[config.mk]
export PLATFORM = sky130hd
export DESIGN_NAME = serial_adder_sub
export DESIGN_NICKNAME = d
export VERILOG_FILES = /design/src/rtl/serial_adder_sub.sv
export SDC_FILE = /design/constraint.sdc
export NUM_CORES = 1
export LEC_CHECK = 0
export ABC_AREA = 1
export CORE_MARGIN = 3
export CORE_UTILIZATION = 35
export DETAILED_ROUTE_END_ITERATION = 10
export PLACE_DENSITY = 0.57
export SLEW_MARGIN = 20
export SYNTH_ARGS = -nofsm -noshare
export SYNTH_HDL_FRONTEND = slang
export SYNTH_SLANG_ARGS = --single-unit
[constraint.sdc]
create_clock -name clk -period 2.1 [get_ports clk]
set_input_delay 0.42 -clock clk [delete_from_list [all_inputs] [get_ports clk]]
set_output_delay 0.42 -clock clk [all_outputs]
set_load 0.05 [all_outputs]
[src/rtl/serial_adder_sub.sv]
// Bit-serial adder/subtractor: one full-adder cell plus a carry flop, one bit per clock, LSB
// first. Subtraction is a + ~b + 1, so cout=1 means no borrow.

// Single-bit full-adder cell used by the serial datapath.
module full_adder_cell (
  input  logic a_i,
  input  logic b_i,
  input  logic c_i,
  output logic s_o,
  output logic c_o
);

  assign s_o = a_i ^ b_i ^ c_i;
  assign c_o = (a_i & b_i) | (b_i & c_i) | (a_i & c_i);

endmodule

module serial_adder_sub #(
  parameter int unsigned WIDTH = 8
) (
  input  logic             clk,
  input  logic             rst_n,
  input  logic             start,
  input  logic             sub,
  input  logic [WIDTH-1:0] a,
  input  logic [WIDTH-1:0] b,
  input  logic             cin,
  output logic             busy,
  output logic             done,
  output logic [WIDTH-1:0] sum,
  output logic             cout
);

  // One extra bit so the counter never wraps before WIDTH bits are processed.
  localparam int unsigned CntW = $clog2(WIDTH) + 1;
  localparam logic [CntW-1:0] CntLast = CntW'(WIDTH - 1);

  typedef enum logic [0:0] {StIdle, StShift} state_e;

  state_e           state_q, state_d;
  logic [WIDTH-1:0] a_sh_q, a_sh_d;
  logic [WIDTH-1:0] b_sh_q, b_sh_d;
  logic [WIDTH-1:0] sum_sh_q, sum_sh_d;
  logic             carry_q, carry_d;
  logic [CntW-1:0]  cnt_q, cnt_d;
  logic [WIDTH-1:0] sum_q, sum_d;
  logic             cout_q, cout_d;
  logic             done_q, done_d;

  logic             fa_s;
  logic             fa_c;
  logic [WIDTH-1:0] sum_sh_next;

  full_adder_cell u_fa (
    .a_i (a_sh_q[0]),
    .b_i (b_sh_q[0]),
    .c_i (carry_q),
    .s_o (fa_s),
    .c_o (fa_c)
  );

  // New sum bit enters at the MSB; after WIDTH shifts bit 0 sits at the LSB.
  assign sum_sh_next = {fa_s, sum_sh_q[WIDTH-1:1]};

  // Next-state and datapath updates for the IDLE/SHIFT sequencer.
  always_comb begin
    state_d  = state_q;
    a_sh_d   = a_sh_q;
    b_sh_d   = b_sh_q;
    sum_sh_d = sum_sh_q;
    carry_d  = carry_q;
    cnt_d    = cnt_q;
    sum_d    = sum_q;
    cout_d   = cout_q;
    done_d   = 1'b0;

    unique case (state_q)
      StIdle: begin
        if (start) begin
          a_sh_d  = a;
          b_sh_d  = sub ? ~b : b;
          carry_d = sub ? 1'b1 : cin;
          cnt_d   = '0;
          state_d = StShift;
        end
      end
      StShift: begin
        sum_sh_d = sum_sh_next;
        a_sh_d   = a_sh_q >> 1;
        b_sh_d   = b_sh_q >> 1;
        carry_d  = fa_c;
        cnt_d    = cnt_q + CntW'(1);
        if (cnt_q == CntLast) begin
          // Results are only exposed here so a partial sum is never visible.
          sum_d   = sum_sh_next;
          cout_d  = fa_c;
          done_d  = 1'b1;
          state_d = StIdle;
        end
      end
      default: state_d = StIdle;
    endcase
  end

  // State and datapath registers; reset aborts any operation in flight.
  always_ff @(posedge clk or negedge rst_n) begin
    if (!rst_n) begin
      state_q  <= StIdle;
      a_sh_q   <= '0;
      b_sh_q   <= '0;
      sum_sh_q <= '0;
      carry_q  <= 1'b0;
      cnt_q    <= '0;
      sum_q    <= '0;
      cout_q   <= 1'b0;
      done_q   <= 1'b0;
    end else begin
      state_q  <= state_d;
      a_sh_q   <= a_sh_d;
      b_sh_q   <= b_sh_d;
      sum_sh_q <= sum_sh_d;
      carry_q  <= carry_d;
      cnt_q    <= cnt_d;
      sum_q    <= sum_d;
      cout_q   <= cout_d;
      done_q   <= done_d;
    end
  end

  assign busy = (state_q == StShift);
  assign done = done_q;
  assign sum  = sum_q;
  assign cout = cout_q;

endmodule

**Word level (Yosys, flattened, before mapping)**

Cells that the tools add are included.

- Flip-flop bits (word level): 40
- Bits in latches: 0
- Bits in writable memories: 0
- Bits in read-only memories: 0
- Bits of input ports: 21
- Logic and storage cells: 37
- Memories kept: 0

- Add/subtract/negate cells: 1
- $mul: 0
- Divide/modulo/power cells: 0
- Magnitude comparators: 0
- Eq/ne operators: 2
- Shift-type cells: 0
- Multiplexer cells: 15
- Bitwise operators: 9
- Reductions and logical operators: 1

Operator list:

| kind | count |
|---|---|
| 8-bit case mux with 2 select lines | 2 |
| 8-bit 2-to-1 mux | 3 |
| 8-bit NOT | 1 |
| 4-bit case mux with 2 select lines | 1 |
| 1-bit 2-to-1 mux | 6 |
| 4-bit by 1-bit adder with 4-bit output, second input constant | 1 |
| 4-bit by 3-bit equality test with 1-bit output, second input constant | 1 |
| 4-bit 2-to-1 mux | 1 |
| 1-bit case mux with 2 select lines | 2 |
| 1-bit AND | 3 |
| 2-bit != test, second input constant | 1 |
| 1-bit OR | 2 |
| 2-bit AND reduction | 1 |
| 1-bit bitwise XOR | 2 |
| 1-bit NOT | 1 |

**Depth between registers and ports, before layout**

Gate-level depths: netlist of run 1.

- Depth after elaboration: 4
- Depth in mapped cells: 7
- Gate-level depth less buffers: 5

**Modules after synthesis**

From an unflattened synthesis of run 1, not the netlist that was laid out.

- Cells, all modules: 221
- Area total of the unflattened synthesis: 1853.0 µm²

By module, submodules not included:

| module | times used | cells an instance | area each (µm²) | sequential area each (µm²) |
|---|---|---|---|---|
| serial_adder_sub | 1 | 220 | 1833.0 | 975.9 |
| full_adder_cell | 1 | 1 | 20.0 | 0.0 |

**Least setup slack after synthesis of run 1**

No wires, ideal clock.

- Path type: register to register
- Start: reg state_q (netlist: busy)
- End: reg a_sh_q[0]
- Arrival: 1211 ps
- Data required time: 1976 ps
- Path slack: 765 ps
- Stages on the path, launching flop included: 8
- Buffers on the path: 2
- Cells stage by stage: dfrtp_1 buf_6 inv_4 nand2_4 inv_4 buf_6 nand2_1 nand3_1

- Cells in the longest elaborated chain, start to end: 2

RTL lines:

| what | RTL line | source |
|---|---|---|
| from (decl) | 40 | `state_e state_q, state_d;` |
| from (signal assigned) | 108 | `state_q <= StIdle;` |
| from (signal assigned) | 118 | `state_q <= state_d;` |
| 1-bit NOT | n/a |  |
| 8-bit case mux with 2 select lines / 2-bit != test (equally long branches) | n/a |  |
| to (signal assigned) | 119 | `a_sh_q <= a_sh_d;` |
| to (decl) | 41 | `logic [WIDTH-1:0] a_sh_q, a_sh_d;` |

Several ways; a longest one is shown, not always the timed one.
A chain may end at the register's enable or synchronous reset.

**Final worst setup path of run 1**

- Start: reg sum_q[6] (netlist: sum[6])
- End: out sum[6]

RTL lines:

| what | RTL line | source |
|---|---|---|
| from (decl) | 46 | `logic [WIDTH-1:0] sum_q, sum_d;` |
| from (signal assigned) | 124 | `sum_q <= sum_d;` |
| to (decl) | 30 | `output logic [WIDTH-1:0] sum,` |

No word-level cell between the ends.

==> results.sh, run 1 <==
export IMPL_synth_avg_cell_area_um2=8.41
export IMPL_drt_wl_total_um=3410
export IMPL_hold_viol=0
export IMPL_grt_util_all_layers=0.128
export IMPL_first_global_vias=1396
export IMPL_status="completed"
export IMPL_htreeDepth=2
export IMPL_yosysUniqueCellTypes=20
export IMPL_dieArea_mm2=0.00620
export IMPL_relSlewSlack=0.527
export IMPL_arrival_ps=1440
export IMPL_tns_ps=0
export IMPL_yosysSeqAreaShare=0.527
export IMPL_num_rows=25
export IMPL_switching_share=0.419
export IMPL_finalSetupViolations=0
export IMPL_nNetsFinal=274
export IMPL_hpwl_um=2420
export IMPL_cts_root_buf="clkbuf_8"
export IMPL_max_freq_ghz=0.536
export IMPL_cp_top_family="buffers and inverters"
export IMPL_p_int_w=0.00179
export IMPL_area_growth_pct=23.1
export IMPL_maxCapViolCount=0
export IMPL_endpoint_kind="output pin"
export IMPL_p_leak_nw=1.20
export IMPL_power_switching_w=0.00129
export IMPL_pin_count=32
export IMPL_critPathLaunchType="register"
export IMPL_clk_latency_ps=290
export IMPL_synth_area_mm2=0.00185
export IMPL_finalClockSkew_ps=5.55
export IMPL_design_core_area_mm2=0.00491
export IMPL_clkPwrFrac=0.163
export IMPL_utilization=0.464
export IMPL_crit_buf_inv=1
export IMPL_cts_tree="built"
export IMPL_wl_per_cell_um=10.7
export IMPL_layout_cells_most_common="nand2_1"
export IMPL_cp_max_fo=2
export IMPL_port_buffers=31
export IMPL_final_cell_mix="nand2_1, dfrtp_1, clkdlybuf4s50_1"
export IMPL_syn_instance_count=220
export IMPL_p_per_area_mw_per_mm2=1360
export IMPL_clockBufferDepth=2
export IMPL_vdd_drop_max_mv=0.374
export IMPL_drive_above_1_share=0.0797
export IMPL_postCtsSetupBuffers=0
export IMPL_worst_slew_pin_slew_ps=709
export IMPL_slowest_delay_ps=800
export IMPL_seqPwrFrac=0.414
export IMPL_first_pass_iters=4
export IMPL_slew_violations=0
export IMPL_ant_nets=0
export IMPL_diodes=0
export IMPL_antenna_found_initial=0
export IMPL_gp_congestion=0.722
export IMPL_hold_path_class="in -> async"
export IMPL_rsz0062_at_grt="no"
export IMPL_path_class="reg -> out"
export IMPL_fp_dieW_um=78.7
export IMPL_vias_per_cell=4.50
export IMPL_numClockSinks=39
export IMPL_grt_max_degree=40
export IMPL_fillers=504
export IMPL_syn_nets=243
export IMPL_die_h_um=78.7
export IMPL_period_needed_ps=1860
export IMPL_ys_seq_elements=39
export IMPL_yosys_warnings=0
export IMPL_period_share=0.888
export IMPL_holdBufCountCts=0
export IMPL_drc_errors=0
export IMPL_vias=1432
export IMPL_slowest_stage="clkdlybuf4s50_1"
export IMPL_grt_pass1_wl_um=6220
export IMPL_cts_inserted_buffers=5
export IMPL_start_util=0.377
export IMPL_grt_ovfl_total=0
export IMPL_clk_pin_slew_worst_paths_ps=70
export IMPL_first_iter_violations=68
export IMPL_path_cells="clkdlybuf4s50_1"
export IMPL_worstPathRequired_ps=1680
export IMPL_pwr_share_comb=0.423
export IMPL_post_cts_resized=0
power by group through the flow:
stage	clock network (W)	logic [W]	registers, W
after global routing	0.000553	0.00146	0.00133
after CTS	0.000528	0.00133	0.00128
after floorplan	0	0.000730	0.00153
after detailed placement	0	0.00133	0.00130
final	0.000503	0.00131	0.00128
after global placement	0	0.00131	0.00129
state kept, by name, indices dropped and copies added, names as in the netlist:
register and cells:
sum 8, busy 1, carry_q 1, done 1, b_sh_q 8, cout 1, sum_sh_q 7, a_sh_q 8
cnt_q 4
cells in the mapped netlist:
master	instances	share of area
nand2_1	109	0.22
dfrtp_1	39	0.53
nand3_1	24	0.065
inv_1	16	0.032
a21boi_1	7	0.028
buf_6	4	0.024
buf_2	3	0.0081
a21oi_1	2	0.0054
buf_4	2	0.0081
inv_4	2	0.0068
nand3_2	2	0.011
nor2_1	2	0.0041
fa_1	1	0.011
ha_1	1	0.0068
nand2_2	1	0.0034
nand2_4	1	0.0061
nand4_4	1	0.011
nor2_4	1	0.0061
nor2_8	1	0.011
o21ai_0	1	0.0027
cell families after synthesis:
group | count (synthesis) | synth area share
flip-flops | 39 | 0.527
AND/OR/NAND/NOR | 142 | 0.339
buffers and inverters | 27 | 0.0798
AO/OA/AOI/OAI | 10 | 0.0365
adder cells (fa/ha/maj) | 2 | 0.0176
layer usage:
| metal | track usage | vias to the layer above | wire length, um |
|---|---|---|---|
| li1 | - | 736 | - |
| met1 | 0.164 | 657 | 1630 |
| met5 | 0 | - | 0 |
| met3 | 0.0317 | 7 | 146 |
| met2 | 0.199 | 32 | 1560 |
| met4 | 0.0682 | 0 | 76 |
stage by stage:
step | power (W) | instances | setup slack (ps) | instance area [um^2] | hold slack [ps]
2_1_floorplan | 0.00226 | 220 | 765 | 1850 | 124
3_3_place_gp | 0.00260 | 311 | 419 | 2190 | 454
3_5_place_dp | 0.00263 | 311 | 395 | 2190 | 457
4_1_cts | 0.00314 | 318 | 213 | 2280 | 188
5_1_grt | 0.00334 | 318 | 175 | 2280 | 231
6_report | 0.00309 | 318 | 236 | 2280 | 170
final cells by class:
class	instances	area, um^2	area share
Sequential cell	39	976	0.429
Timing Repair Buffer	33	330	0.145
Tap cell	67	83.8	0.0368
Inverter	18	72.6	0.0319
Clock buffer	6	82.6	0.0363
Clock inverter	1	5.00	0.00220
Multi-Input combinational cell	154	727	0.319
final timing paths:
path / cells after the start / slack (ps) / start / end
min in group clk: 2 / 470 / cout$_DFFE_PN0P_ / cout$_DFFE_PN0P_
hold reg to reg: 2 / 470 / cout$_DFFE_PN0P_ / cout$_DFFE_PN0P_
max in group asynchronous: 2 / 1580 / rst_n / a_sh_q[4]$_DFFE_PN0P_
setup reg to reg: 4 / 630 / busy$_DFF_PN0_ / cout$_DFFE_PN0P_
hold / removal: 2 / 170 / rst_n / sum[2]$_DFFE_PN0P_
setup / recovery: 1 / 240 / sum[6]$_DFFE_PN0P_ / sum[6]
No activity file was read; power rests on OpenSTA's default activity.
==> inputs of run 2 (changes only) <==
==> constraint.sdc (replaced) <==
create_clock -name clk -period 2.1 [get_ports clk]
set_input_delay 0.315 -clock clk [delete_from_list [all_inputs] [get_ports clk]]
set_output_delay 0.315 -clock clk [all_outputs]
set_load 0.05 [all_outputs]
==> run 2 against run 1 <==
  * Global-route usage grew 0.15 points
  * Final cell count is the same
  * Hold slack lost 160 ps
  * Clock skew grew 1.1 ps
  * Flip-flop and latch count is the same
  * Largest power group unchanged
==> results.sh, run 2 (same netlist as run 1, synthesis figures left out) <==
export IMPL_status="completed"
export IMPL_drt_wl_total_um=3350
export IMPL_dieArea_mm2=0.00620
export IMPL_drc_errors=0
export IMPL_grt_pass1_wl_um=6230
export IMPL_numClockSinks=39
export IMPL_ant_nets=0
export IMPL_relSlewSlack=0.532
export IMPL_design_core_area_mm2=0.00491
export IMPL_maxCapViolCount=0
export IMPL_final_cell_mix="nand2_1, dfrtp_1, clkdlybuf4s50_1"
export IMPL_endpoint_kind="output pin"
export IMPL_fillers=513
export IMPL_p_leak_nw=1.19
export IMPL_vias=1399
export IMPL_p_per_area_mw_per_mm2=1340
export IMPL_finalClockSkew_ps=6.65
export IMPL_area_growth_pct=22.7
export IMPL_drive_above_1_share=0.0757
export IMPL_slowest_delay_ps=810
export IMPL_die_h_um=78.7
export IMPL_regArea_um2=976
export IMPL_first_pass_iters=4
export IMPL_gp_congestion=0.737
export IMPL_clockBufferDepth=2
export IMPL_hold_viol=0
export IMPL_first_iter_violations=96
export IMPL_cts_root_buf="clkbuf_8"
export IMPL_cp_max_fo=2
export IMPL_postCtsSetupBuffers=0
export IMPL_slowest_stage="clkdlybuf4s50_1"
export IMPL_critPathLaunchType="register"
export IMPL_grt_max_degree=27
export IMPL_finalSetupViolations=0
export IMPL_port_buffers=31
export IMPL_layout_cells_most_common="nand2_1"
export IMPL_worstPathRequired_ps=1780
export IMPL_max_freq_ghz=0.568
export IMPL_vdd_drop_max_mv=0.477
export IMPL_diodes=0
export IMPL_worst_slew_pin_slew_ps=702
export IMPL_slew_violations=0
export IMPL_cts_inserted_buffers=5
export IMPL_hold_path_class="in -> async"
export IMPL_grt_ovfl_total=0
export IMPL_htreeDepth=2
export IMPL_hpwl_um=2450
export IMPL_multiInputGateArea_um2=727
export IMPL_post_cts_resized=0
export IMPL_tns_ps=0
export IMPL_cts_tree="built"
export IMPL_clk_pin_slew_worst_paths_ps=70
export IMPL_rsz0062_at_grt="no"
export IMPL_antenna_found_initial=0
export IMPL_holdBufCountCts=0
export IMPL_nNetsFinal=275
export IMPL_cp_top_family="buffers and inverters"
export IMPL_vias_per_cell=4.40
export IMPL_clk_latency_ps=280
export IMPL_fp_dieW_um=78.7
export IMPL_fin_area_mm2=0.00227
export IMPL_dpl_cell_area_mm2=0.00220
export IMPL_r2r_slack_ps=620
export IMPL_grt_util_all_layers=0.130
export IMPL_pin_count=32
export IMPL_crit_buf_inv=1
export IMPL_num_rows=25
export IMPL_arrival_ps=1450
export IMPL_path_cells="clkdlybuf4s50_1"
export IMPL_period_share=0.839
export IMPL_wl_per_cell_um=10.5
export IMPL_period_needed_ps=1760
export IMPL_first_global_vias=1392
export IMPL_path_class="reg -> out"
export IMPL_start_util=0.377
## run 2: changes by cell type in the layout (fill, tap and decap cells not counted), sizes merged
cell,delta
buf,+1
clkinv,-1
## run 2: metrics by stage
step                      power, W  setup slack [ps]  cells  utilization  hold slack (ps)
after floorplan            0.00226               765    220            -             19.4
after global placement     0.00260               513    312        0.447              352
after detailed placement   0.00262               514    312        0.447              344
after CTS                  0.00309               308    318        0.462             37.2
after global routing       0.00331               279    318        0.462             59.6
final                      0.00303               338    318        0.462             14.1
## run 2: cell type report
type / count / area share
well taps: 67 / 0.0369
repair buffers: 34 / 0.149
clock buffers: 6 / 0.0320
inverters: 18 / 0.0320
flip-flops and latches: 39 / 0.430
multi-input cells: 154 / 0.320
## run 2: worst paths after layout
| kind | startpoint | endpoint | cells past startpoint |
|---|---|---|---|
| worst max-delay path | sum[1]$_DFFE_PN0P_ | sum[1] | 1 |
| max in group asynchronous | rst_n | b_sh_q[4]$_DFFE_PN0P_ | 2 |
| worst max register to register | busy$_DFF_PN0_ | carry_q$_DFFE_PN0P_ | 4 |
| worst min register to register | cout$_DFFE_PN0P_ | cout$_DFFE_PN0P_ | 2 |
| min in group clk | cout$_DFFE_PN0P_ | cout$_DFFE_PN0P_ | 2 |
| worst min-delay path | rst_n | sum[3]$_DFFE_PN0P_ | 1 |
## run 2: power breakdown
group	total (W)	switching (W)	leakage (nW)	internal, W
logic	0.00130	0.000820	0.650	0.000482
registers	0.00128	0.000225	0.503	0.00106
clock network	0.000451	0.000230	0.0371	0.000221
## run 2: per-layer routing
layer  global-route usage  part of all wire  routed length (um)
met5                    0                 0                   0
met4               0.0524             0.018                  61
met2                0.205              0.45                1510
met3               0.0431             0.049                 164
met1                0.164              0.48                1610
==> inputs of run 3 (changes only) <==
==> constraint.sdc (replaced) <==
create_clock -name clk -period 1.84 [get_ports clk]
set_input_delay 0.276 -clock clk [delete_from_list [all_inputs] [get_ports clk]]
set_output_delay 0.276 -clock clk [all_outputs]
set_load 0.05 [all_outputs]
==> run 3 against run 2 <==
  * Sequential power up 13%
  * Clock skew up 3.2 ps
  * Die area unchanged
  * Final cell count up 1.6%
  * Register-to-register slack worse by 80 ps
  * Clock-buffer cell count up 1
  * Non-clock buffer count up 3
  * Highest routed layer unchanged
==> results.sh, run 3 (same netlist as run 1, synthesis figures left out) <==
export IMPL_cts_root_buf="clkbuf_8"
export IMPL_drive_above_1_share=0.0859
export IMPL_hold_path_class="in -> async"
export IMPL_max_freq_ghz=0.580
export IMPL_met1_usage=0.158
export IMPL_met2_usage=0.206
export IMPL_worstPathRequired_ps=1560
export IMPL_slowest_delay_ps=810
export IMPL_clockBufferDepth=2
export IMPL_area_growth_pct=25.2
export IMPL_numClockSinks=39
export IMPL_clk_pin_slew_worst_paths_ps=80
export IMPL_wl_per_cell_um=10.6
export IMPL_grt_ovfl_total=0
export IMPL_grt_busiest_layer="met2"
export IMPL_total_power_w=0.00353
export IMPL_vias_per_cell=4.47
export IMPL_slew_violations=0
export IMPL_hold_viol=0
export IMPL_clk_latency_ps=290
export IMPL_period_needed_ps=1730
export IMPL_fillers=513
export IMPL_grt_util_all_layers=0.128
export IMPL_fp_dieW_um=78.7
export IMPL_post_cts_resized=0
export IMPL_crit_buf_inv=1
export IMPL_p_per_area_mw_per_mm2=1530
export IMPL_drc_errors=0
export IMPL_worst_slew_pin_slew_ps=501
export IMPL_antenna_found_initial=0
export IMPL_multiInputGateArea_um2=727
export IMPL_rsz0062_at_grt="no"
export IMPL_num_rows=25
export IMPL_gp_congestion=0.722
export IMPL_dieArea_mm2=0.00620
export IMPL_layout_cells_most_common="nand2_1"
export IMPL_grt_pass1_wl_um=6270
export IMPL_diodes=0
export IMPL_regArea_um2=976
export IMPL_relSlewSlack=0.665
export IMPL_vias=1445
export IMPL_first_iter_violations=61
export IMPL_utilization=0.472
export IMPL_cp_top_family="buffers and inverters"
export IMPL_first_pass_iters=4
export IMPL_finalClockSkew_ps=9.82
export IMPL_period_share=0.938
export IMPL_cts_tree="built"
export IMPL_port_buffers=31
export IMPL_tns_ps=0
export IMPL_finalSetupViolations=0
export IMPL_nNetsFinal=278
export IMPL_ant_nets=0
export IMPL_endpoint_kind="output pin"
export IMPL_drt_wl_total_um=3420
export IMPL_pin_count=32
export IMPL_start_util=0.377
export IMPL_design_core_area_mm2=0.00491
export IMPL_status="completed"
export IMPL_vdd_drop_max_mv=0.529
export IMPL_grt_max_degree=22
export IMPL_p_leak_nw=1.21
export IMPL_arrival_ps=1450
export IMPL_final_cell_mix="nand2_1, dfrtp_1, clkdlybuf4s50_1"
export IMPL_holdBufCountCts=1
export IMPL_critPathLaunchType="register"
export IMPL_slowest_stage="clkdlybuf4s50_1"
export IMPL_grt_use_met3=0.0306
export IMPL_cp_max_fo=2
export IMPL_die_h_um=78.7
export IMPL_maxCapViolCount=0
export IMPL_first_global_vias=1401
export IMPL_hpwl_um=2480
export IMPL_path_cells="clkdlybuf4s50_1"
export IMPL_htreeDepth=2
export IMPL_path_class="reg -> out"
export IMPL_cts_inserted_buffers=5
export IMPL_postCtsSetupBuffers=0
## run 3: cell types whose count changed in the layout (fill, tap and decap cells not counted)
cell           before  now
buf_4               3    4
clkinv_2            0    1
buf_12              1    2
clkbuf_1            1    2
dlygate4sd3_1       0    1
## run 3: final cells by class
class                      count  share of cell area
clock buffer                   7              0.0330
clock inverter                 1             0.00216
inverter                      18              0.0313
multi-input combinational    154               0.314
sequential                    39               0.421
tap                           67              0.0362
timing repair buffer          37               0.162
## run 3: path summary, 6_finish.rpt
kind | start | endpoint | slack [ps] | cells after the start
max reg2reg | busy$_DFF_PN0_ | carry_q$_DFFE_PN0P_ | 540 | 4
max in group asynchronous | rst_n | carry_q$_DFFE_PN0P_ | 910 | 3
min reg2reg | sum[0]$_DFFE_PN0P_ | sum[0]$_DFFE_PN0P_ | 470 | 2
max | sum[1]$_DFFE_PN0P_ | sum[1] | 110 | 1
min in group clk | sum[0]$_DFFE_PN0P_ | sum[0]$_DFFE_PN0P_ | 470 | 2
min | rst_n | cout$_DFFE_PN0P_ | 460 | 2
## run 3: per-stage QoR
step | cell area (um^2) | instances | worst slack, ps | hold slack (ps)
final | 2320 | 323 | 114 | 465
after global routing | 2320 | 323 | 68.4 | 497
after CTS | 2320 | 323 | 92.0 | 476
after detailed placement | 2220 | 314 | 356 | 261
after global placement | 2220 | 314 | 376 | 255
after floorplan | 1850 | 220 | 505 | -19.6
## run 3: report_power, final
part	switching, W	internal [W]
Sequential	0.000239	0.00121
Combinational	0.000962	0.000580
Clock	0.000279	0.000266
Total	0.00148	0.00205
## run 3: per-layer routing
layer | part of all wire | vias to the layer above
li1 | - | 750
met1 | 0.48 | 663
met2 | 0.45 | 25
met3 | 0.043 | 7
met4 | 0.023 | 0
met5 | 0 | -
